<file path="src/rtl/field_set_controller.sv">
// Set-mode controller for the century clock: walks the user through the settable
// fields with select and turns up/down presses and holds into per-field inc/dec strobes.
module field_set_controller #(
  parameter int NUM_FIELDS   = 6,
  parameter int FIELD_W      = 3,
  parameter int BLINK_DIV    = 25000000,
  parameter int REPEAT_DELAY = 50000000,
  parameter int REPEAT_RATE  = 10000000,
  parameter int TIMEOUT      = 500000000,
  parameter int CNT_W        = 32
) (
  input  logic                  clk,
  input  logic                  rst_n,
  input  logic                  en,
  input  logic                  select,
  input  logic                  up,
  input  logic                  down,
  output logic [NUM_FIELDS-1:0] inc,
  output logic [NUM_FIELDS-1:0] dec,
  output logic                  setting,
  output logic [FIELD_W-1:0]    field_idx,
  output logic [FIELD_W-1:0]    blink,
  output logic                  blink_on
);

  localparam logic [CNT_W-1:0]   BLINK_LAST   = CNT_W'(BLINK_DIV - 1);
  localparam logic [CNT_W-1:0]   DELAY_LAST   = CNT_W'(REPEAT_DELAY - 1);
  localparam logic [CNT_W-1:0]   RATE_LAST    = CNT_W'(REPEAT_RATE - 1);
  localparam logic [CNT_W-1:0]   TIMEOUT_LAST = CNT_W'(TIMEOUT - 1);
  localparam logic [CNT_W-1:0]   CNT_MAX      = {CNT_W{1'b1}};
  localparam logic [FIELD_W-1:0] LAST_FIELD   = FIELD_W'(NUM_FIELDS - 1);

  typedef enum logic {IDLE, SET} state_t;

  state_t                  state, state_nx;
  logic                    prev_sel, prev_u, prev_d;
  logic                    u_lvl, d_lvl, sel_rise, u_rise, d_rise;
  logic [CNT_W-1:0]        blink_cnt, blink_cnt_nx;
  logic [CNT_W-1:0]        rep_cnt, rep_cnt_nx;
  logic [CNT_W-1:0]        to_cnt, to_cnt_nx;
  logic                    rep_act, rep_act_nx;
  logic                    rep_dir, rep_dir_nx;
  logic                    rep_slow, rep_slow_nx;
  logic [FIELD_W-1:0]      field_nx;
  logic [NUM_FIELDS-1:0]   inc_nx, dec_nx, one_hot;
  logic                    blink_on_nx;
  logic                    held, strobe, strobe_dn, go_idle;

  function automatic logic [CNT_W-1:0] sat_inc(input logic [CNT_W-1:0] v);
    return (v == CNT_MAX) ? v : v + CNT_W'(1);
  endfunction

  // Both buttons together count as neither, so releasing one yields a fresh edge.
  assign u_lvl    = up & ~down;
  assign d_lvl    = down & ~up;
  assign sel_rise = select & ~prev_sel;
  assign u_rise   = u_lvl & ~prev_u;
  assign d_rise   = d_lvl & ~prev_d;
  assign one_hot  = NUM_FIELDS'(1) << field_idx;

  always_comb begin
    state_nx     = state;
    field_nx     = field_idx;
    inc_nx       = '0;
    dec_nx       = '0;
    blink_on_nx  = blink_on;
    blink_cnt_nx = blink_cnt;
    rep_cnt_nx   = rep_cnt;
    rep_act_nx   = rep_act;
    rep_dir_nx   = rep_dir;
    rep_slow_nx  = rep_slow;
    to_cnt_nx    = to_cnt;
    held         = rep_dir ? d_lvl : u_lvl;
    strobe       = 1'b0;
    strobe_dn    = 1'b0;
    go_idle      = 1'b0;

    case (state)
      IDLE: begin
        if (sel_rise && !en) begin
          state_nx     = SET;
          blink_on_nx  = 1'b1;
          blink_cnt_nx = '0;
          to_cnt_nx    = '0;
        end
      end
      SET: begin
        if (blink_cnt >= BLINK_LAST) begin
          blink_on_nx  = ~blink_on;
          blink_cnt_nx = '0;
        end else begin
          blink_cnt_nx = sat_inc(blink_cnt);
        end

        if (en) begin
          go_idle = 1'b1;
        end else if (sel_rise) begin
          rep_act_nx  = 1'b0;
          rep_cnt_nx  = '0;
          rep_slow_nx = 1'b0;
          to_cnt_nx   = '0;
          if (field_idx == LAST_FIELD) go_idle = 1'b1;
          else field_nx = field_idx + FIELD_W'(1);
        end else begin
          // rep_slow marks that the long initial delay has elapsed.
          if (u_rise || d_rise) begin
            strobe      = 1'b1;
            strobe_dn   = d_rise;
            rep_act_nx  = 1'b1;
            rep_dir_nx  = d_rise;
            rep_cnt_nx  = '0;
            rep_slow_nx = 1'b0;
          end else if (rep_act && held) begin
            if (rep_cnt >= (rep_slow ? RATE_LAST : DELAY_LAST)) begin
              strobe      = 1'b1;
              strobe_dn   = rep_dir;
              rep_cnt_nx  = '0;
              rep_slow_nx = 1'b1;
            end else begin
              rep_cnt_nx = sat_inc(rep_cnt);
            end
          end else begin
            rep_act_nx  = 1'b0;
            rep_cnt_nx  = '0;
            rep_slow_nx = 1'b0;
          end

          if (strobe) begin
            if (strobe_dn) dec_nx = one_hot;
            else inc_nx = one_hot;
            blink_on_nx  = 1'b1;
            blink_cnt_nx = '0;
            to_cnt_nx    = '0;
          end else if (to_cnt >= TIMEOUT_LAST) begin
            go_idle = 1'b1;
          end else begin
            to_cnt_nx = sat_inc(to_cnt);
          end
        end
      end
      default: go_idle = 1'b1;
    endcase

    if (go_idle || state_nx == IDLE) begin
      state_nx     = IDLE;
      field_nx     = '0;
      inc_nx       = '0;
      dec_nx       = '0;
      blink_on_nx  = 1'b0;
      blink_cnt_nx = '0;
      rep_cnt_nx   = '0;
      rep_act_nx   = 1'b0;
      rep_slow_nx  = 1'b0;
      to_cnt_nx    = '0;
    end
  end

  always_ff @(posedge clk or negedge rst_n) begin
    if (!rst_n) begin
      state     <= IDLE;
      prev_sel  <= 1'b0;
      prev_u    <= 1'b0;
      prev_d    <= 1'b0;
      blink_cnt <= '0;
      rep_cnt   <= '0;
      to_cnt    <= '0;
      rep_act   <= 1'b0;
      rep_dir   <= 1'b0;
      rep_slow  <= 1'b0;
      inc       <= '0;
      dec       <= '0;
      setting   <= 1'b0;
      field_idx <= '0;
      blink     <= '0;
      blink_on  <= 1'b0;
    end else begin
      state     <= state_nx;
      prev_sel  <= select;
      prev_u    <= u_lvl;
      prev_d    <= d_lvl;
      blink_cnt <= blink_cnt_nx;
      rep_cnt   <= rep_cnt_nx;
      to_cnt    <= to_cnt_nx;
      rep_act   <= rep_act_nx;
      rep_dir   <= rep_dir_nx;
      rep_slow  <= rep_slow_nx;
      inc       <= inc_nx;
      dec       <= dec_nx;
      setting   <= (state_nx == SET);
      field_idx <= field_nx;
      blink     <= (state_nx == SET) ? field_nx + FIELD_W'(1) : '0;
      blink_on  <= blink_on_nx;
    end
  end

endmodule

</file>
<file path="config.mk">
export PLATFORM = sky130hd
export DESIGN_NAME = field_set_controller
export DESIGN_NICKNAME = d
export VERILOG_FILES = /design/src/rtl/field_set_controller.sv
export SDC_FILE = /design/constraint.sdc
export NUM_CORES = 1
export LEC_CHECK = 0
export ABC_AREA = 1
export CORE_MARGIN = 2
export CORE_UTILIZATION = 50
export CTS_CLUSTER_DIAMETER = 200
export DETAILED_ROUTE_END_ITERATION = 16
export HOLD_SLACK_MARGIN = 0.06
export PLACE_DENSITY = 0.69
export SYNTH_ARGS = -nofsm -noshare
export SYNTH_HDL_FRONTEND = slang
export SYNTH_SLANG_ARGS = --single-unit
</file>
<file path="constraint.sdc">
create_clock -name clk -period 6.7 [get_ports clk]
set_input_delay 0.67 -clock clk [delete_from_list [all_inputs] [get_ports clk]]
set_output_delay 0.67 -clock clk [all_outputs]
set_load 0.01 [all_outputs]
</file>
### Yosys cells after proc, flatten, opt, wreduce, memory -nomap -nowiden

Cells that the tools add are included.

* flip-flop bits (word level): 122
* input bits: 6

* add/sub/neg operators: 5
* order comparisons: 3
* equal/unequal tests: 12
* shift-type cells: 1
* mux-type cells: 84
* bitwise operators: 15
* reductions and logical operators: 11

Operators by type and width (number)
* $mux 32: 21
* $pmux 32 s2: 2
* $add 32x1->32 const B: 3
* $eq 32x32->1 const B: 3
* $mux 6: 12
* $mux 1: 41
* $ge 32x25->1 const B: 1
* $ge 32x26->1: 1
* $ge 32x29->1 const B: 1
* $mux 26: 1
* $mux 3: 6
* $ne 5x3->1 const B: 3
* $not 1->1: 10
* $reduce_and 3->1: 3
* $reduce_and 4->1: 2
* $add 3x1->3 const B: 2
* $ne 6x5->1 const B: 1
* $shl 1x3->6 const A: 1
* $and 1x1->1: 5
* $ne 4x3->1 const B: 1
* $eq 3x3->1 const B: 1
* $ne 3x2->1 const B: 1
* $ne 3x3->1 const B: 1
* $logic_and 1x1->1: 2
* other kinds (5): 6

### Logic depth before layout (Yosys ltp)

Gate-level depths: netlist of the first run.

* word-level depth: 17
* mapped depth: 21

### Least setup slack after synthesis of the first run

OpenSTA, ideal clock, no wires.

* path type: flip-flop to flip-flop
* from: reg rep_slow
* to: reg blink[1]
* arrival time: 2.453 ns
* data required time: 6.580 ns
* setup slack: 4.127 ns
* cell stages (with the launch flop): 22
* buffers on the path: 2
* path through: dfrtp_1 -> inv_1 -> ha_1 -> nand2_1 -> inv_1 -> nand2_1 -> nor2_1 -> nand2_1 -> nand3_1 -> nand2_1 -> nand2_2 -> nand2_2 -> nand2_4 -> nand2_4 -> nand2_1 -> nand2_1 -> buf_2 -> buf_2 -> a211oi_1 -> ha_1 -> inv_1 -> nor2_1

* word-level cells in the longest chain between the ends: 16
* elaborated cells between the ends (all ways): 17
* classes of those cells: add/sub: 1; order compare: 1; mux: 14; reduce/logical: 1

RTL lines
* start, declared: RTL line 43 `logic rep_slow, rep_slow_nx;`
* start signal, assigned: RTL line 186 `rep_slow <= rep_slow_nx;`
* $mux 26: RTL line 114 `if (rep_cnt >= (rep_slow ? RATE_LAST : DELAY_LAST)) begin`
* $ge 32x26->1: RTL line 114
* $mux 1: RTL line 114
* $mux 1: RTL line 113 `end else if (rep_act && held) begin`
* $mux 1: RTL line 106 `if (u_rise || d_rise) begin`
* $mux 1: RTL line 97 `end else if (sel_rise) begin`
* $mux 1: RTL line 95 `if (en) begin`
* $mux 1: RTL line 78 `case (state)`
* $mux 1: RTL line 128 `if (strobe) begin`
* $mux 1: RTL line 97
* $mux 1: RTL line 95
* $mux 1: RTL line 78
* $logic_or 1x1->1: RTL line 144 `if (go_idle || state_nx == IDLE) begin`
* $mux 3: RTL line 144
* named net field_nx[1]: RTL line 44 `logic [FIELD_W-1:0] field_nx;`
* $add 3x1->3: RTL line 191 `blink <= (state_nx == SET) ? field_nx + FIELD_W'(1) : '0;`
* $mux 3: RTL line 191
* end signal, assigned: RTL line 191
* end, declared: RTL line 22 `output logic [FIELD_W-1:0] blink,`

The timed path passes the listed nets, and every way through them passes these cells. The select of a mux whose other input is x is not followed.
A chain may end at the register's enable or synchronous reset.

### Worst setup path in the final report of the first run

Ends and elaborated chain as after synthesis.

==> results of run 1 <==
-- area by class of cell --
type / count / area [um2] / share of cell area
Clock buffer: 20 / 456.7 / 0.05807
Clock inverter: 12 / 146.4 / 0.01862
Inverter: 127 / 478.0 / 0.06078
Multi-Input combinational cell: 636 / 3247 / 0.4129
Sequential cell: 122 / 3053 / 0.3882
Tap cell: 176 / 220.2 / 0.02800
Timing Repair Buffer: 27 / 262.8 / 0.03341
-- metrics by stage --
stage          hold slack (ns)  power, mW    util
3_5_place_dp            0.4863     0.8094  0.5461
4_1_cts                 0.3765      1.743  0.5915
6_report                0.3429      1.728  0.5915
2_1_floorplan           0.3744     0.7833       -
3_3_place_gp            0.4747     0.8087  0.5461
5_1_grt                 0.4251      1.786  0.5915
-- how the worst max path moves through the flow --
| stage | to | from | cells after the start | slack [ns] |
|---|---|---|---|---|
| finish | blink[1] | rep_slow | 19 | 3.39 |
| global route | blink[1] | rep_slow | 19 | 3.16 |
| detailed placement | blink[1] | up | 14 | 3.07 |
| floorplan | blink[1] | rep_slow | 21 | 4.13 |
| global placement | blink[1] | up | 14 | 3.16 |
| CTS | blink[1] | rep_slow | 19 | 3.39 |
-- sequential cells by signal, summed over array words and instances, names as in the netlist, 3 cells and up --
register / count
field_idx: 3
to_cnt: 32
inc: 6
rep_cnt: 32
dec: 6
blink_cnt: 32
blink: 3
-- cells in the final DEF, fill, tap and decap left out, types with 4 or more instances in the layout --
cell / Yosys / layout
nand2_1: 169 / 169
nor2_1: 150 / 150
dfrtp_1: 122 / 122
inv_1: 121 / 121
nand3_1: 54 / 54
nor3_1: 43 / 43
nand4_1: 33 / 33
a21oi_1: 31 / 31
o21ai_0: 26 / 26
xor2_1: 24 / 24
clkdlybuf4s50_1: 0 / 24
ha_1: 17 / 17
clkbuf_16: 0 / 17
xnor2_1: 11 / 11
nor4_1: 10 / 10
conb_1: 1 / 10
nor2_2: 7 / 7
clkinv_2: 1 / 6
nand2_2: 5 / 5
o22ai_1: 5 / 5
inv_2: 4 / 4
a31oi_1: 4 / 4
-- power groups by stage --
stage / registers, mW / logic, mW / clock network (mW)
detailed placement: 0.759 / 0.0508 / 0
floorplan: 0.758 / 0.0254 / 0
global placement: 0.759 / 0.0501 / 0
CTS: 0.746 / 0.0510 / 0.946
finish: 0.746 / 0.0498 / 0.932
global route: 0.746 / 0.0578 / 0.982
-- cells by family after synthesis --
logic type	share of synthesized area
other cells	0.0005496
flops	0.4475
buf+inv	0.08160
compound gates	0.07152
fa+ha+maj	0.03117
xor+xnor	0.04493
simple gates	0.3228
-- worst max-delay path, stage by stage, from the launching register on --
cell and delay [ns]:
dfrtp_1 0.51, inv_1 0.13, ha_1 0.31, nand2_1 0.05, inv_1 0.04, nand2_1 0.04, nor2_1 0.09, nand2_1 0.06
nand3_1 0.08, nand2_1 0.06, nand2_2 0.19, nand2_2 0.14, nand2_4 0.12, nand2_4 0.09, nand2_1 0.08, nand2_1 0.38
a211oi_1 0.42, ha_1 0.30, inv_1 0.05, nor2_1 0.03
-- layer usage --
| metal | vias to the layer above | GRT usage | wire (um) |
|---|---|---|---|
| li1 | 2955 | - | - |
| met1 | 2610 | 0.3118 | 7303 |
| met2 | 121 | 0.3411 | 6572 |
| met3 | 17 | 0.05236 | 629 |
| met4 | 0 | 0.07849 | 209 |
| met5 | - | 0 | 0 |
==> results.json, run 1 <==
{
  "status": "finished, final reports clean",
  "antenna_found_initial": 0,
  "placed_area_mm2": 0.007261,
  "root_buffer": "clkbuf_16",
  "synth.cell_area_mm2": 0.006823,
  "fin_crit_sh": 0.4939,
  "postCtsSetupRepairBufs": 0,
  "route.detailed.drc": 0,
  "insertion_delay_ns": 0.43,
  "synth_edf_count": 0,
  "antenna_cells": 0,
  "dr_total_vias": 5703,
  "powerDensity_mw_per_mm2": 219.8,
  "ctsHoldBuffers": 0,
  "cts-resized-gates": 0,
  "cts_sinks": 122,
  "crit_path_max_fanout": 20,
  "tightest_slew_ns": 0.8375,
  "drv_slew": 0,
  "grt_max_degree": 69,
  "grt_pass1_wl_mm": 25.70,
  "synth.avg_cell_area_um2": 7.657,
  "max_slew_margin": 0.4401,
  "critical_path_required_ns": 6.99,
  "yosys-top-cells-count": "nand2_1 (169), nor2_1 (150), dfrtp_1 (122)",
  "p_leak_nw": 3.422,
  "ioPinCount": 26,
  "start_util": 0.5132,
  "post_drt_wl_per_cell_um": 13.14,
  "die_h_um": 120.8,
  "drt_pass1_iterations": 7,
  "arrival_ns": 3.60,
  "antenna_left": 0,
  "critPathKind": "reg2reg",
  "synthCells": 891,
  "r2r-end": "blink[1]",
  "clock.fmax_mhz": 302.2,
  "pwr-share-comb": 0.029,
  "maxCapViolations": 0,
  "peakVddDrop_mv": 0.1847,
  "cts_tree": "yes",
  "yosysMostFrequentCell": "nand2_1",
  "fin_nets": 954,
  "final.min_clock_period_ns": 3.309,
  "fin_ws_ns": 3.391,
  "fin_tns_setup_ns": 0,
  "ys_warn_count": 0,
  "fill_cells": 1184,
  "die-area_mm2": 0.01460,
  "wl_mm": 14.71,
  "area_delta_synth_final_pct": 15.26,
  "grt-ovfl-total": 0,
  "htreeDepth": 4,
  "synth_largest_area_cell": "dfrtp_1",
  "min_path_type": "in2async",
  "clock_path_buffers": 2,
  "viasPerCell": 5.092,
  "synth-main-ff-cell": "dfrtp_1",
  "internal-power_mw": 1.354,
  "rows": 42,
  "numPortBuffers": 25,
  "reg2regPathDepth": 19,
  "cp-end-kind": "register",
  "finClkSkew_ns": 0.009718,
  "synth_top_cell_area_share": 0.4475,
  "dp_slack_ns": 3.065,
  "coreArea_mm2": 0.01330,
  "swShare": 0.2166,
  "numCtsBuffers": 17,
  "layout.cells.non_filler": 1120,
  "grtUsageTotal": 0.2232,
  "ys_seq_elements": 122,
  "pwr-share-seq": 0.432,
  "synthTopCellsByArea": "dfrtp_1 (45%), nand2_1 (9.3%), nor2_1 (8.3%)",
  "die_w_um": 120.8,
  "power_switching_mw": 0.3743,
  "rsz0062_at_grt": "no",
  "async_flop_share": 1.000,
  "dp_hpwl_mm": 10.57,
  "finalHoldViolCount": 0,
  "yosysUniqueCellTypes": 47,
  "cp-start-kind": "register",
  "r2r_start": "rep_slow",
  "gp_congestion": 0.8980,
  "ys_seq_area_frac": 0.4475,
  "dp_cells": 1088,
  "setup_viol": 0,
  "finish.instance_area_mm2": 0.007864,
  "first_global_vias": 5463,
  "detail_route.iter0.violations": 378,
  "clockPowerShare": 0.540,
  "ff2ff_setup_slack_ns": 3.39,
  "layout-drive-gt1-share": 0.06992,
  "clk_pin_slew_ns": 0.06
}
No activity file was read; power rests on OpenSTA's default activity.
==> run 2, diff against run 1 <==
PLACE_DENSITY = 0.72   (was 0.69)
clock period = 3 ns   (was 6.7 ns; I/O delays follow)
==> results.json, run 2 (synthesis gave the netlist of run 1 again) <==
{
  "peakVddDrop_mv": 0.3818,
  "grt.met1_usage": 0.3268,
  "arrival_ns": 2.97,
  "crit_family": "simple AND/OR/NAND/NOR gates",
  "ioPinCount": 26,
  "root_buffer": "clkbuf_16",
  "cp-end-kind": "register",
  "grt_max_degree": 55,
  "die_h_um": 120.8,
  "die-area_mm2": 0.01460,
  "cts_tree": "yes",
  "final_util": 0.6013,
  "final_common_cell": "nand2_1",
  "p_total_mw": 3.971,
  "pwr-share-seq": 0.419,
  "first_global_vias": 5632,
  "slowest_delay_ns": 0.45,
  "register_area_mm2": 0.003054,
  "area_delta_synth_final_pct": 17.16,
  "start_util": 0.5132,
  "rows": 42,
  "dp_cells": 1098,
  "dp_hpwl_mm": 11.00,
  "critPathKind": "reg2reg",
  "power_switching_mw": 0.8653,
  "use_met3": 0.04575,
  "finClkSkew_ns": 0.008205,
  "insertion_delay_ns": 0.41,
  "fin_crit_sh": 0.8901,
  "critical_path_required_ns": 3.30,
  "fin_tns_setup_ns": 0,
  "hold_ws_ns": 0.3621,
  "max_slew_margin": 0.5352,
  "mostFrequentLayoutCells": "nand2_1 (169), nor2_1 (150), inv_1 (121), dfrtp_1 (121), nand3_1 (54)",
  "path_cells": "ha_1, nand2_1, inv_1, o21ai_0, nand2_1, a21oi_1, nand2_2, nand2_2, nand2_4, nand2_4, nand2_1, nand2_1, buf_4, nor2_1, ha_1, a21oi_1, a21oi_1",
  "finish.instance_area_mm2": 0.007994,
  "drt_pass1_iterations": 6,
  "dp_slack_ns": 0.2923,
  "pwr-share-comb": 0.031,
  "tightest_slew_ns": 0.6972,
  "crit_top_cell": "nand2_1",
  "fin_nets": 965,
  "met2_usage": 0.3513,
  "maxCapViolations": 0,
  "swShare": 0.2179,
  "clock_path_buffers": 2,
  "route.detailed.drc": 0,
  "finalHoldViolCount": 0,
  "antenna_found_initial": 0,
  "numPortBuffers": 25,
  "busiest_layer": "met2",
  "cts_sinks": 122,
  "final.min_clock_period_ns": 2.670,
  "clock.fmax_mhz": 374.5,
  "antenna_cells": 0,
  "htreeDepth": 4,
  "grtUsageTotal": 0.2297,
  "internal-power_mw": 3.106,
  "clockPowerShare": 0.550,
  "numCtsBuffers": 17,
  "cpMaxStageDelayCell": "dfrtp_1",
  "coreArea_mm2": 0.01330,
  "grt-ovfl-total": 0,
  "multi_input_area_mm2": 0.003247,
  "layout-drive-gt1-share": 0.08168,
  "wl_mm": 15.20,
  "setup_viol": 0,
  "placed_area_mm2": 0.007348,
  "fill_cells": 1157,
  "reg.largest.list": "blink_cnt (32), rep_cnt (32), to_cnt (32)",
  "cp_num_buf_inv": 2,
  "powerDensity_mw_per_mm2": 496.7,
  "antenna_left": 0,
  "status": "finished, final reports clean",
  "rsz0062_at_grt": "no",
  "drv_slew": 0,
  "viasPerCell": 5.153,
  "p_leak_nw": 3.497,
  "fin_ws_ns": 0.3298,
  "crit_path_max_fanout": 19,
  "grt_pass1_wl_mm": 26.68,
  "clk_pin_slew_ns": 0.06,
  "dr_total_vias": 5828,
  "detail_route.iter0.violations": 457,
  "post_drt_wl_per_cell_um": 13.44,
  "gp_congestion": 0.9182,
  "layout.cells.non_filler": 1131,
  "min_path_type": "in2reg",
  "cp-start-kind": "register",
  "die_w_um": 120.8
}
run 2: cell type report:
class	instances	area share
multi-input combinational	636	0.4062
sequential	122	0.3821
inverter	127	0.05979
clock buffer	18	0.05494
timing repair buffer	38	0.04508
tap	176	0.02755
clock inverter	14	0.02442
run 2: layer usage:
metal,part of all wire,vias up
li1,-,2981
met1,0.49,2671
met2,0.45,149
met3,0.041,27
met4,0.016,0
met5,0,-
run 2: path summary, 6_finish.rpt:
path / from / end / slack, ns / cells after the start
worst max-delay path: rep_cnt[22] / blink[2] / 0.33 / 17
worst min-delay path: select / prev_sel / 0.36 / 1
worst max register to register: rep_cnt[22] / blink[2] / 0.33 / 17
worst min register to register: to_cnt[3] / to_cnt[3] / 0.49 / 1
max in group asynchronous: rst_n / rep_slow / 1.79 / 3
min in group asynchronous: rst_n / to_cnt[15] / 0.47 / 2
run 2: power groups by stage:
stage / clock [mW] / combinational [mW] / sequential (mW)
floorplan: 0 / 0.0566 / 1.69
global placement: 0 / 0.122 / 1.69
detailed placement: 0 / 0.123 / 1.69
CTS: 2.22 / 0.125 / 1.67
global route: 2.30 / 0.141 / 1.67
finish: 2.18 / 0.122 / 1.67
run 2: what timing repair did:
item	4_1_cts	5_1_grt
setup endpoints to repair	0	3
gates resized for setup	0	1
hold endpoints to repair	52	0
setup buffers	0	0
hold buffers	1	0
==> run 3, diff against run 2 <==
clock period = 2.4 ns   (was 3 ns; I/O delays follow)
==> results.json, run 3 (synthesis gave the netlist of run 1 again) <==
{
  "finClkSkew_ns": 0.009349,
  "final_common_cell": "nand2_1",
  "clock_path_buffers": 2,
  "cts_tree": "yes",
  "drv_slew": 0,
  "setup_viol": 29,
  "gp_congestion": 0.9524,
  "first_global_vias": 5768,
  "final.min_clock_period_ns": 2.526,
  "arrival_ns": 2.84,
  "grt_pass1_wl_mm": 26.96,
  "rows": 42,
  "route.detailed.drc": 0,
  "rsz0062_at_grt": "yes",
  "antenna_left": 0,
  "coreArea_mm2": 0.01330,
  "die_h_um": 120.8,
  "fin_ws_ns": -0.1264,
  "powerDensity_mw_per_mm2": 537.6,
  "p_leak_nw": 3.800,
  "dp_hpwl_mm": 11.74,
  "reg.largest.list": "blink_cnt (32), rep_cnt (32), to_cnt (32)",
  "max_slew_margin": 0.6164,
  "die_w_um": 120.8,
  "min_path_type": "in2async",
  "p_total_mw": 4.703,
  "fin_crit_sh": 1.053,
  "finalHoldViolCount": 0,
  "htreeDepth": 4,
  "cts_sinks": 122,
  "antenna_found_initial": 0,
  "root_buffer": "clkbuf_16",
  "ioPinCount": 26,
  "tightest_slew_ns": 0.5674,
  "critical_path_required_ns": 2.71,
  "start_util": 0.5132,
  "grt_max_degree": 63,
  "clk_pin_slew_ns": 0.05,
  "insertion_delay_ns": 0.42,
  "die-area_mm2": 0.01460,
  "cp-end-kind": "register",
  "dp_cells": 1143,
  "grtUsageTotal": 0.2350,
  "layout-drive-gt1-share": 0.1905,
  "finish.instance_area_mm2": 0.008748,
  "mostFrequentLayoutCells": "nand2_1 (158), nor2_1 (138), dfrtp_1 (121)",
  "numCtsBuffers": 17,
  "layout.cells.non_filler": 1184,
  "detail_route.iter0.violations": 449,
  "numPortBuffers": 25,
  "wl_mm": 16.75,
  "clock.fmax_mhz": 395.8,
  "drt_pass1_iterations": 5,
  "placed_area_mm2": 0.007735,
  "antenna_cells": 0,
  "grt-ovfl-total": 0,
  "viasPerCell": 5.278,
  "post_drt_wl_per_cell_um": 14.15,
  "maxCapViolations": 0,
  "crit_path_max_fanout": 7,
  "area_delta_synth_final_pct": 28.22,
  "critPathKind": "reg2reg",
  "peakVddDrop_mv": 0.5688,
  "status": "complete, but fails checks",
  "cp-start-kind": "register",
  "violations": "negative setup slack",
  "dr_total_vias": 6249,
  "fin_tns_setup_ns": -1.079,
  "fin_nets": 1020
}
[run 3: changes by cell type in the layout (fill, tap and decap cells not counted), sizes merged]
cell,change
buf,+54
clkinv,-1
inv,-2
clkbuf,+3
clkinvlp,+1
bufinv,-2
[run 3: worst max-delay path: stages, from the launching register on]
cell and delay (ns):
dfrtp_2 0.51, buf_4 0.18, ha_4 0.26, nand2_1 0.06, nand2_1 0.08, nand3_1 0.07
nand2_1 0.09, a21oi_2 0.06, nand2_2 0.09, nand2_4 0.07, nand2_4 0.09, nand2_4 0.07
nand2_4 0.09, nand2_4 0.06, a211oi_2 0.24, ha_2 0.32, inv_2 0.04, nor2_1 0.03
[run 3: cell type report]
type | count | area [um2]
multi-input cells | 636 | 3612
fillers | 1130 | 4547
flip-flops and latches | 122 | 3054
clock buffers | 21 | 450.4
repair inverters | 1 | 16.27
inverters | 127 | 494.2
clock inverters | 9 | 100.1
repair buffers | 92 | 800.8
well taps | 176 | 220.2
[run 3: final timing paths]
path | start | end | slack, ns | depth (start not counted)
max | rep_slow | blink[1] | -0.13 | 17
min | rst_n | blink_cnt[10] | 0.27 | 2
max reg2reg | rep_slow | blink[1] | -0.13 | 17
min reg2reg | to_cnt[0] | to_cnt[0] | 0.50 | 1
max in group asynchronous | rst_n | state | 1.49 | 3
min in group clk | select | prev_sel | 0.29 | 1
[run 3: power by group]
| part | switching (mW) | internal, mW | total (mW) |
|---|---|---|---|
| Sequential | 0.00685 | 2.07 | 2.08 |
| Clock | 0.894 | 1.53 | 2.42 |
| Combinational | 0.136 | 0.0631 | 0.199 |
[run 3: metrics by stage]
step	setup slack [ns]	utilization	hold slack (ns)
detailed placement	-0.07638	0.5818	0.1766
finish	-0.1264	0.6580	0.2728
global placement	-0.01701	0.5818	0.1737
global route	-0.2409	0.6580	0.2856
CTS	-0.02874	0.6261	0.2724
floorplan	-0.06640	-	-0.05559
[run 3: layer usage]
| metal | share of wire | up-vias | track usage |
|---|---|---|---|
| li1 | - | 3089 | - |
| met1 | 0.46 | 2959 | 0.3208 |
| met2 | 0.47 | 173 | 0.3669 |
| met3 | 0.053 | 28 | 0.06179 |
| met4 | 0.015 | 0 | 0.07340 |
| met5 | 0 | - | 0 |
[run 3: what timing repair did]
action                                  CTS  global route
pin swaps                                 1            16
hold buffers                              1             0
cloned                                    0             2
resized for setup                         6            87
endpoints found under the setup margin   18            81
setup buffers                             0             8
hold endpoints to repair                 23             0
